File: src/rtl/vga_pkg.sv
// Shared VGA timing defaults, palette codes and band/phase types.
// Latency: none (constants, types and a combinational palette lookup).
// Backpressure: none.
package vga_pkg;

    // Default 640x480@60 timing
    localparam int DEF_H_ACTIVE = 640;
    localparam int DEF_H_FP     = 16;
    localparam int DEF_H_SYNC   = 96;
    localparam int DEF_H_BP     = 48;
    localparam int DEF_V_ACTIVE = 480;
    localparam int DEF_V_FP     = 10;
    localparam int DEF_V_SYNC   = 2;
    localparam int DEF_V_BP     = 33;

    localparam int DEF_H_TOTAL  = DEF_H_ACTIVE + DEF_H_FP + DEF_H_SYNC + DEF_H_BP;
    localparam int DEF_V_TOTAL  = DEF_V_ACTIVE + DEF_V_FP + DEF_V_SYNC + DEF_V_BP;

    // Sync pulse positions (inclusive) for the default timing
    localparam int DEF_HS_START = DEF_H_ACTIVE + DEF_H_FP;
    localparam int DEF_HS_END   = DEF_HS_START + DEF_H_SYNC - 1;
    localparam int DEF_VS_START = DEF_V_ACTIVE + DEF_V_FP;
    localparam int DEF_VS_END   = DEF_VS_START + DEF_V_SYNC - 1;

    localparam int DEF_BAND_H          = 160;
    localparam int DEF_FRAMES_PER_STEP = 60;

    // Palette codes as {r, g, b}
    localparam logic [2:0] COL_GREEN  = 3'b010;
    localparam logic [2:0] COL_YELLOW = 3'b110;
    localparam logic [2:0] COL_RED    = 3'b100;
    localparam logic [2:0] COL_WHITE  = 3'b111;
    localparam logic [2:0] COL_BLACK  = 3'b000;

    typedef logic [1:0] band_t;

    typedef enum logic [1:0] {
        PH0 = 2'd0,
        PH1 = 2'd1,
        PH2 = 2'd2
    } phase_t;

    // Colour index 0..2 to palette code
    function automatic logic [2:0] palette(input logic [1:0] idx);
        case (idx)
            2'd0:    palette = COL_GREEN;
            2'd1:    palette = COL_YELLOW;
            2'd2:    palette = COL_RED;
            default: palette = COL_BLACK;
        endcase
    endfunction

endpackage

File: src/rtl/vga_timing_counter.sv
// Horizontal/vertical raster counters with active-area, sync and frame-end decode.
// Latency: decode outputs are combinational from the current counter values.
// Backpressure: counters advance only on pix_en_i, otherwise hold.
module vga_timing_counter
    import vga_pkg::*;
#(
    parameter int H_ACTIVE = DEF_H_ACTIVE,
    parameter int H_FP     = DEF_H_FP,
    parameter int H_SYNC   = DEF_H_SYNC,
    parameter int H_BP     = DEF_H_BP,
    parameter int V_ACTIVE = DEF_V_ACTIVE,
    parameter int V_FP     = DEF_V_FP,
    parameter int V_SYNC   = DEF_V_SYNC,
    parameter int V_BP     = DEF_V_BP
) (
    input  logic       clk,
    input  logic       rst_n,
    input  logic       pix_en_i,
    output logic [9:0] h_o,
    output logic [9:0] v_o,
    output logic       frame_end_o,
    output logic       pixel_on_o,
    output logic       hsync_n_o,
    output logic       vsync_n_o
);

    localparam int H_TOTAL  = H_ACTIVE + H_FP + H_SYNC + H_BP;
    localparam int V_TOTAL  = V_ACTIVE + V_FP + V_SYNC + V_BP;
    localparam int HS_START = H_ACTIVE + H_FP;
    localparam int HS_END   = HS_START + H_SYNC - 1;
    localparam int VS_START = V_ACTIVE + V_FP;
    localparam int VS_END   = VS_START + V_SYNC - 1;

    logic [9:0] h_q, h_d;
    logic [9:0] v_q, v_d;
    logic       h_last, v_last;

    assign h_last = (h_q == 10'(H_TOTAL - 1));
    assign v_last = (v_q == 10'(V_TOTAL - 1));

    // Next raster position: h wraps into a v increment, v wraps at frame end
    always_comb begin
        h_d = h_q;
        v_d = v_q;
        if (pix_en_i) begin
            if (h_last) begin
                h_d = '0;
                v_d = v_last ? '0 : v_q + 10'd1;
            end else begin
                h_d = h_q + 10'd1;
            end
        end
    end

    // Counter registers
    always_ff @(posedge clk or negedge rst_n) begin
        if (!rst_n) begin
            h_q <= '0;
            v_q <= '0;
        end else begin
            h_q <= h_d;
            v_q <= v_d;
        end
    end

    assign h_o         = h_q;
    assign v_o         = v_q;
    assign frame_end_o = h_last && v_last;
    assign pixel_on_o  = (h_q < 10'(H_ACTIVE)) && (v_q < 10'(V_ACTIVE));
    assign hsync_n_o   = !((h_q >= 10'(HS_START)) && (h_q <= 10'(HS_END)));
    assign vsync_n_o   = !((v_q >= 10'(VS_START)) && (v_q <= 10'(VS_END)));

endmodule

File: src/rtl/vga_band_scheduler.sv
// VGA timing plus three-band colour painter whose colours rotate every FRAMES_PER_STEP frames.
// Latency: one pix_en from raster counter to all outputs (x/y/syncs/rgb/phase aligned).
// Backpressure: every register holds while pix_en is low. Build option BAND_BORDER_EN paints band boundary rows white.
module vga_band_scheduler
    import vga_pkg::*;
#(
    parameter int H_ACTIVE        = DEF_H_ACTIVE,
    parameter int H_FP            = DEF_H_FP,
    parameter int H_SYNC          = DEF_H_SYNC,
    parameter int H_BP            = DEF_H_BP,
    parameter int V_ACTIVE        = DEF_V_ACTIVE,
    parameter int V_FP            = DEF_V_FP,
    parameter int V_SYNC          = DEF_V_SYNC,
    parameter int V_BP            = DEF_V_BP,
    parameter int BAND_H          = DEF_BAND_H,
    parameter int FRAMES_PER_STEP = DEF_FRAMES_PER_STEP
) (
    input  logic       clk,
    input  logic       rst_n,
    input  logic       pix_en,
    input  logic       enable,
    output logic [9:0] x,
    output logic [9:0] y,
    output logic       pixel_on,
    output logic       hsync_n,
    output logic       vsync_n,
    output logic       frame_start,
    output logic       red_out,
    output logic       green_out,
    output logic       blue_out,
    output logic [1:0] phase
);

    localparam int              CNT_W    = (FRAMES_PER_STEP > 1) ? $clog2(FRAMES_PER_STEP) : 1;
    localparam logic [CNT_W-1:0] CNT_LAST = CNT_W'(FRAMES_PER_STEP - 1);

    logic [9:0] h, v;
    logic       frame_end, on_c, hs_c, vs_c;

    vga_timing_counter #(
        .H_ACTIVE (H_ACTIVE), .H_FP (H_FP), .H_SYNC (H_SYNC), .H_BP (H_BP),
        .V_ACTIVE (V_ACTIVE), .V_FP (V_FP), .V_SYNC (V_SYNC), .V_BP (V_BP)
    ) u_timing (
        .clk         (clk),
        .rst_n       (rst_n),
        .pix_en_i    (pix_en),
        .h_o         (h),
        .v_o         (v),
        .frame_end_o (frame_end),
        .pixel_on_o  (on_c),
        .hsync_n_o   (hs_c),
        .vsync_n_o   (vs_c)
    );

    phase_t           phase_q, phase_d;
    logic [CNT_W-1:0] cnt_q, cnt_d;
    band_t            band;
    logic [2:0]       sum;
    logic [1:0]       cidx;
    logic [2:0]       rgb_d, rgb_q;

    // Band, rotated colour index and blanking-gated colour for the current pixel
    always_comb begin
        if (v < 10'(BAND_H))          band = 2'd0;
        else if (v < 10'(2 * BAND_H)) band = 2'd1;
        else                          band = 2'd2;
        sum   = {1'b0, band} + {1'b0, phase_q};
        cidx  = (sum >= 3'd3) ? 2'(sum - 3'd3) : sum[1:0];
        rgb_d = palette(cidx);
`ifdef BAND_BORDER_EN
        if ((v == 10'(BAND_H)) || (v == 10'(2 * BAND_H))) rgb_d = COL_WHITE;
`endif
        if (!on_c) rgb_d = COL_BLACK;
    end

    // Rotation: count enabled frame ends, step phase when the count wraps
    always_comb begin
        phase_d = phase_q;
        cnt_d   = cnt_q;
        if (pix_en && frame_end && enable) begin
            if (cnt_q == CNT_LAST) begin
                cnt_d = '0;
                case (phase_q)
                    PH0:     phase_d = PH1;
                    PH1:     phase_d = PH2;
                    default: phase_d = PH0;
                endcase
            end else begin
                cnt_d = cnt_q + 1'b1;
            end
        end
    end

    // Rotation state registers; updated at frame end so the new phase starts at pixel (0,0)
    always_ff @(posedge clk or negedge rst_n) begin
        if (!rst_n) begin
            phase_q <= PH0;
            cnt_q   <= '0;
        end else begin
            phase_q <= phase_d;
            cnt_q   <= cnt_d;
        end
    end

    // Output stage: everything registered together from the same raster position
    always_ff @(posedge clk or negedge rst_n) begin
        if (!rst_n) begin
            x           <= '0;
            y           <= '0;
            pixel_on    <= 1'b0;
            hsync_n     <= 1'b1;
            vsync_n     <= 1'b1;
            frame_start <= 1'b0;
            rgb_q       <= COL_BLACK;
            phase       <= 2'd0;
        end else if (pix_en) begin
            x           <= h;
            y           <= v;
            pixel_on    <= on_c;
            hsync_n     <= hs_c;
            vsync_n     <= vs_c;
            frame_start <= (h == 10'd0) && (v == 10'd0);
            rgb_q       <= rgb_d;
            phase       <= phase_q;
        end
    end

    assign red_out   = rgb_q[2];
    assign green_out = rgb_q[1];
    assign blue_out  = rgb_q[0];

endmodule

File: config.mk
export PLATFORM = sky130hd
export DESIGN_NAME = vga_band_scheduler
export DESIGN_NICKNAME = d
export VERILOG_FILES = /design/src/rtl/vga_pkg.sv /design/src/rtl/vga_timing_counter.sv /design/src/rtl/vga_band_scheduler.sv
export SDC_FILE = /design/constraint.sdc
export NUM_CORES = 1
export LEC_CHECK = 0
export ABC_CLOCK_PERIOD_IN_PS = 3000
export BUFFER_PORTS_ARGS = -buffer_cell sky130_fd_sc_hd__buf_2
export CORE_MARGIN = 4
export CORE_UTILIZATION = 41
export CTS_CLUSTER_SIZE = 40
export DETAILED_ROUTE_END_ITERATION = 7
export REMOVE_ABC_BUFFERS = 1
export SLEW_MARGIN = 20
export SYNTH_ARGS = -nofsm -noshare
export SYNTH_HDL_FRONTEND = slang
export SYNTH_SLANG_ARGS = --single-unit
File: constraint.sdc
create_clock -name clk -period 3 [get_ports clk]
set_clock_uncertainty 0.05 [all_clocks]
set_input_delay 0.3 -clock clk [delete_from_list [all_inputs] [get_ports clk]]
set_output_delay 0.3 -clock clk [all_outputs]
set_load 0.05 [all_outputs]
# Yosys cells after proc, flatten, opt, wreduce, memory -nomap -nowiden
# Index checks and enable logic that the tools add are counted.
# Widths: inputs -> output; s select.
[totals] reg_bits=57 inputBits=4 out_inout_bits=29 wordCells=56
[op_classes] n_addsub=5 magnitude_cmp=9 eq_ne=6 muxes=9 reduce_logical=15
[ops] cell="$add 10x1->10 const B" count=2
[ops] cell="$eq 10x10->1 const B" count=2
[ops] cell="$logic_not 10->1" count=2
[ops] cell="$lt 10x9->1 const B" count=2
[ops] cell="$mux 10" count=2
[ops] cell="$ge 10x10->1 const B" count=1
[ops] cell="$ge 10x9->1 const B" count=1
[ops] cell="$le 10x10->1 const B" count=1
[ops] cell="$le 10x9->1 const B" count=1
[ops] cell="$lt 10x10->1 const B" count=1
[ops] cell="$lt 10x8->1 const B" count=1
[ops] cell="$pmux 3 s3" count=1
[ops] cell="$logic_and 1x1->1" count=7
[ops] cell="$add 6x1->6 const B" count=1
[ops] cell="$eq 6x6->1 const B" count=1
[ops] cell="$mux 2" count=3
[ops] cell="$mux 6" count=1
[ops] cell="$eq 2x1->1 const B" count=2
[ops] cell="$logic_not 2->1" count=2
[ops] cell="$pmux 2 s2" count=1
[ops] cell="$reduce_and 2->1" count=2
[ops] cell="$add 2x2->3" count=1
[ops] cell="$ge 3x2->1 const B" count=1
[ops] cell="$mux 3" count=1
[ops] cell="3 further kinds" count=4

# Longest topological paths before layout
[logic_depth] word_depth=9 depth_mapped=16 ltp_nobuf=15

# Hierarchy
# A second synthesis with hierarchy kept.
[hier_totals] cells_unflattened=255 area_unflattened_um2=2796.4
[modules_own_cells] module="vga_band_scheduler" instances=1 cells_per_inst=138 area_per_inst_um2=1674.1 seq_area_each_um2=903.4
[modules_own_cells] module="vga_timing_counter" instances=1 cells_per_inst=117 area_per_inst_um2=1122.3 seq_area_each_um2=500.5

# Least setup slack after synthesis
# OpenSTA, ideal clock, no wires.
[synth_timing] path_kind="register to register" from="reg u_timing.v_q[6], in the netlist u_timing.v_o[6]" to="reg rgb_q[2]" setup_time_ns=0.078 arrival_time_ns=2.811 t_required_ns=2.872 path_slack_ns=0.061 stages_incl_launch_ff=15 path_buffers=1 period_less_slack_ns=2.939 path_cell_list="dfrtp_1 clkbuf_1 or2_2 mux2_2 nor2_1 ha_1 inv_1 fa_1 inv_1 ha_1 nor2b_1 nor2b_1 o21ai_0 ha_1 o2bb2ai_1"
[synth_between] elab_chain_cells=9 elab_cells_between_ends=15 cone_classes="add/sub (2); order compare (4); eq/ne (2); mux (5); reduce/logical (2)"
[synth_lines] element="start: declaration" line_no="vga_timing_counter.sv:35" rtl="logic [9:0] v_q, v_d;"
[synth_lines] element="start signal: assignment" line_no="vga_timing_counter.sv:62" rtl="v_q <= v_d;"
[synth_lines] element="$lt 10x9->1" line_no="vga_band_scheduler.sv:65" rtl="else if (v < 10'(2 * BAND_H)) band = 2'd1;"
[synth_lines] element="$mux 2" line_no="vga_band_scheduler.sv:65"
[synth_lines] element="$mux 2" line_no="vga_band_scheduler.sv:64" rtl="if (v < 10'(BAND_H)) band = 2'd0;"
[synth_lines] element="$add 2x2->3" line_no="vga_band_scheduler.sv:67" rtl="sum = {1'b0, band} + {1'b0, phase_q};"
[synth_lines] element="$ge 3x2->1 / $sub 2x2->2 (equally long branches)" line_no="vga_band_scheduler.sv:68" rtl="cidx = (sum >= 3'd3) ? 2'(sum - 3'd3) : sum[1:0];"
[synth_lines] element="$mux 2" line_no="vga_band_scheduler.sv:68"
[synth_lines] element="$eq 2x2->1, or another cell as far along" line_no="vga_pkg.sv:45" rtl="case (idx)"
[synth_lines] element="$pmux 3 s3" line_no="vga_pkg.sv:45"
[synth_lines] element="$mux 3 (*)" line_no="vga_band_scheduler.sv:73" rtl="if (!on_c) rgb_d = COL_BLACK;"
[synth_lines] element="end signal: assignment" line_no="vga_band_scheduler.sv:123" rtl="rgb_q <= rgb_d;"
[synth_lines] element="end: declaration" line_no="vga_band_scheduler.sv:60" rtl="logic [2:0] rgb_d, rgb_q;"
# Every way passes the cells marked *; elsewhere a longest branch is shown, timed or not.
# A chain may end at the register's enable or synchronous reset.

# Worst setup path in the final report
[layout_timing] from="reg u_timing.v_q[7], in the netlist u_timing.v_o[7]" to="reg rgb_q[1]"
# The elaborated chain is that of the path after synthesis.

==> results.md <==
* Initial Util at 0.419
* H-Tree Depth at 2
* Worst VDD drop at 0.268 mV
* Detail Route Antenna Nets at 0
* Final WL at 5.78 mm
* Relative slew slack at 0.594
* DRT iter0 DRCs at 151
* Part of the power in registers at 0.499
* Kind of start point of the critical path: flop
* Worst path top cell family by delay: adder cells
* Width of the die at 91.0 um
* Synthesized area at 2830 sq um
* Iteration count of the initial detailed-routing pass at 4
* Clk pwr share at 0.263
* DRC Markers at 0
* Die H at 91.0 um
* Buffers on Ports at 31
* Largest net degree at the start of global routing at 32
* # IOs at 33
* Post-route setup TNS at 0 ns
* FMAX at 335 MHz
* Outcome: finished, final reports clean
* EDFF count, synth at 0
* Critical path type: reg -> reg
* Comb pwr share at 0.238
* Critical Path AT at 3.13 ns
* Most used DFF post-synth: dfrtp_1
* Netlist cell types at 52
* Crit-path cells: or2_4 > mux2_4 > nor2_2 > ha_2 > inv_2 > fa_1 > inv_1 > ha_2 > nor2b_4 > nor2b_4 > o21ai_2 > ha_2 > nor2_2 > o2bb2ai_2
* HPWL Detailed at 4.09 mm
* Yosys reg bits at 56
* Worst hold path class: in -> reg
* Clk_lat worst skew at 0.30 ns
* Mean post-synth cell area at 11.0 sq um
* Tcrit/Tclk final at 0.994
* Vias in the first global route at 2041
* Die area at 8290 sq um
* DR WL/cell at 15.6 um
* Worst Tran Pin Value at 0.608 ns
* Layout cells sized above 1 at 0.324
* Worst setup EP type: flop
* Routed vias at 2039
* Max-cap viol count at 0
* CP Max Fanout at 4
* Worst Path Buf+Inv at 2
* TritonCTS Buffers at 5
* GRT Util Overall at 0.145
* Power density over cell area at 572 nW/um^2
* Initial antenna violation count at 0
* First-pass GRT wire length at 9.89 mm
* Crit-path slowest cell: fa_1
* Gpl congestion at 0.848
* Internal power at 1.23 mW
* Max-slew violations at 0
* Layout area overhead at 15.0%
* Clock sink total at 56
* Sequential cell area at 1400 sq um
* Overflow after GRT at 0
* Nets at 303
* Setup violations, final at 0
* CTS tree: built
* Static leakage at 1.47 nW
* Row Count at 30
* Clock root buffer: clkbuf_8
* Minimum clock period at 2.98 ns
* ANT cells at 0
* Post-synthesis sequential area ratio at 0.496
* Vias per cell at 5.51
* Clock transition at path regs at 0.10 ns
* Fillers at 631
* Worst Path Required at 3.14 ns
* Post-Synthesis Cells at 258
* Ys Warns at 0
* Pwr Total at 1.86 mW
* Fin. Hold Viols at 0
* Core area at 6760 sq um
* Crit path largest cell delay at 0.59 ns
* Switching Fraction at 0.339
* Asr flop ratio synth at 1.00
* Longest Clk Path Bufs at 2
* Multi-input gate area at 1350 sq um
* RSZ-0062 raised after global routing: true
* Most frequent CP cell: ha_2
* Psw at 0.630 mW
area by class of cell:
class | instances | area share
inverter | 12 | 0.0139
clock buffer | 6 | 0.0223
sequential | 56 | 0.432
timing repair buffer | 41 | 0.0754
clock inverter | 2 | 0.0108
tap | 80 | 0.0308
multi-input combinational | 173 | 0.415
flip-flops by register name, indices dropped and copies added, names as in the netlist, 2 cells and up:
name	cells
cnt_q	6
phase	2
phase_q	2
rgb_q	2
u_timing.h_o	10
u_timing.v_o	10
x	10
y	10
power by group through the flow:
stage               registers [mW]  logic [mW]  clock network, mW
floorplan                     1.09       0.151                  0
global placement             0.942       0.427                  0
detailed placement           0.944       0.432                  0
CTS                          0.929       0.435              0.505
global route                 0.945       0.484              0.538
finish                       0.928       0.444              0.489
routing by layer:
metal	up-vias	wire length, um	track usage
met2	42	2790	0.240
met1	999	2750	0.193
met4	0	76	0.0465
met5	-	0	0
met3	9	166	0.0249
li1	989	-	-
synth_stat cells (all sizes together) (2+ instances only):
library cell / number / area, sq um
nand4: 8 / 50.1
xor2: 6 / 52.6
buf: 8 / 52.6
dfstp: 2 / 52.6
or4: 3 / 26.3
mux2: 26 / 297
nor4b: 2 / 17.5
o2bb2ai: 3 / 26.3
o41ai: 2 / 17.5
nor2b: 3 / 18.8
nand3: 13 / 65.1
inv: 12 / 45.0
nor3: 7 / 35.0
and3: 3 / 18.8
a21oi: 5 / 25.0
o22a: 2 / 17.5
nand4b: 2 / 17.5
a21o: 2 / 15.0
xnor2: 4 / 35.0
clkbuf: 9 / 35.0
ha: 9 / 113
dfrtp: 54 / 1350
a31oi: 2 / 12.5
o21ai: 15 / 75.1
o211ai: 3 / 22.5
nor2: 14 / 52.6
mux2i: 2 / 20.0
or2: 3 / 18.8
nand2: 14 / 52.6
nor4: 6 / 50.0
worst reg2reg max path, cell delays in order (launching register included):
cell and delay, ns:
dfrtp_1 0.39, or2_4 0.25, mux2_4 0.26, nor2_2 0.09, ha_2 0.17, inv_2 0.04, fa_1 0.59, inv_1 0.06
ha_2 0.18, nor2b_4 0.17, nor2b_4 0.17, o21ai_2 0.07, ha_2 0.19, nor2_2 0.12, o2bb2ai_2 0.07
cells by family (layout without fill, tap and decap cells):
group           count (synthesis)  after routing  synth area share
other cells                     1              1           0.00133
buf+inv                        29             61            0.0469
compound gates                 39             39            0.0903
simple gates                   85             85             0.175
fa+ha+maj                      10             10            0.0469
flops                          56             56             0.496
xor+xnor                       10             10            0.0310
mux                            28             28             0.112
layout by cell type (no fill, tap or decap), types with 2 or more instances in the layout:
master	instances
a21o_1	2
a21oi_1	5
a31oi_1	2
and3_1	3
buf_2	31
buf_4	8
clkbuf_8	5
dfrtp_1	54
dfstp_2	2
ha_1	6
ha_2	3
inv_1	11
mux2_2	24
mux2_4	2
mux2i_1	2
nand2_1	14
nand3_1	12
nand4_1	8
nand4b_1	2
nor2_1	12
nor2_2	2
nor2b_4	2
nor3_1	7
nor4_1	4
nor4_2	2
nor4b_1	2
o211ai_1	3
o21ai_0	13
o21ai_2	2
o22a_1	2
o2bb2ai_2	2
o41ai_1	2
or4_1	2
xnor2_1	4
xor2_1	6
through the flow:
step	instances	util	instance area (sq um)	hold slack [ns]	setup slack (ns)
after floorplan	241	-	2740	-0.0456	0.127
after global placement	359	0.453	3060	0.291	0.127
after detailed placement	359	0.453	3060	0.297	-0.0430
after CTS	368	0.471	3180	0.347	0.00284
after global routing	370	0.481	3250	0.389	-0.0889
final	370	0.481	3250	0.351	0.0189
repair_timing:
item                                    4_1_cts  5_1_grt
endpoints found under the setup margin        2        2
hold endpoints to repair                     24        0
pin swaps                                     0        4
hold buffers                                  1        0
resized for setup                             2       16
setup buffers                                 0        2
worst paths after layout:
path	start	to	slack, ns	cells past startpoint
max in group asynchronous	rst_n	vsync_n	1.77	3
worst max-delay path	u_timing.v_o[7]	rgb_q[1]	0.02	14
worst min register to register	rgb_q[1]	rgb_q[1]	0.45	1
worst min-delay path	pix_en	u_timing.h_o[1]	0.35	3
worst max register to register	u_timing.v_o[7]	rgb_q[1]	0.02	14
min in group asynchronous	rst_n	phase[1]	0.48	2
(Power assumes the default switching activity.)
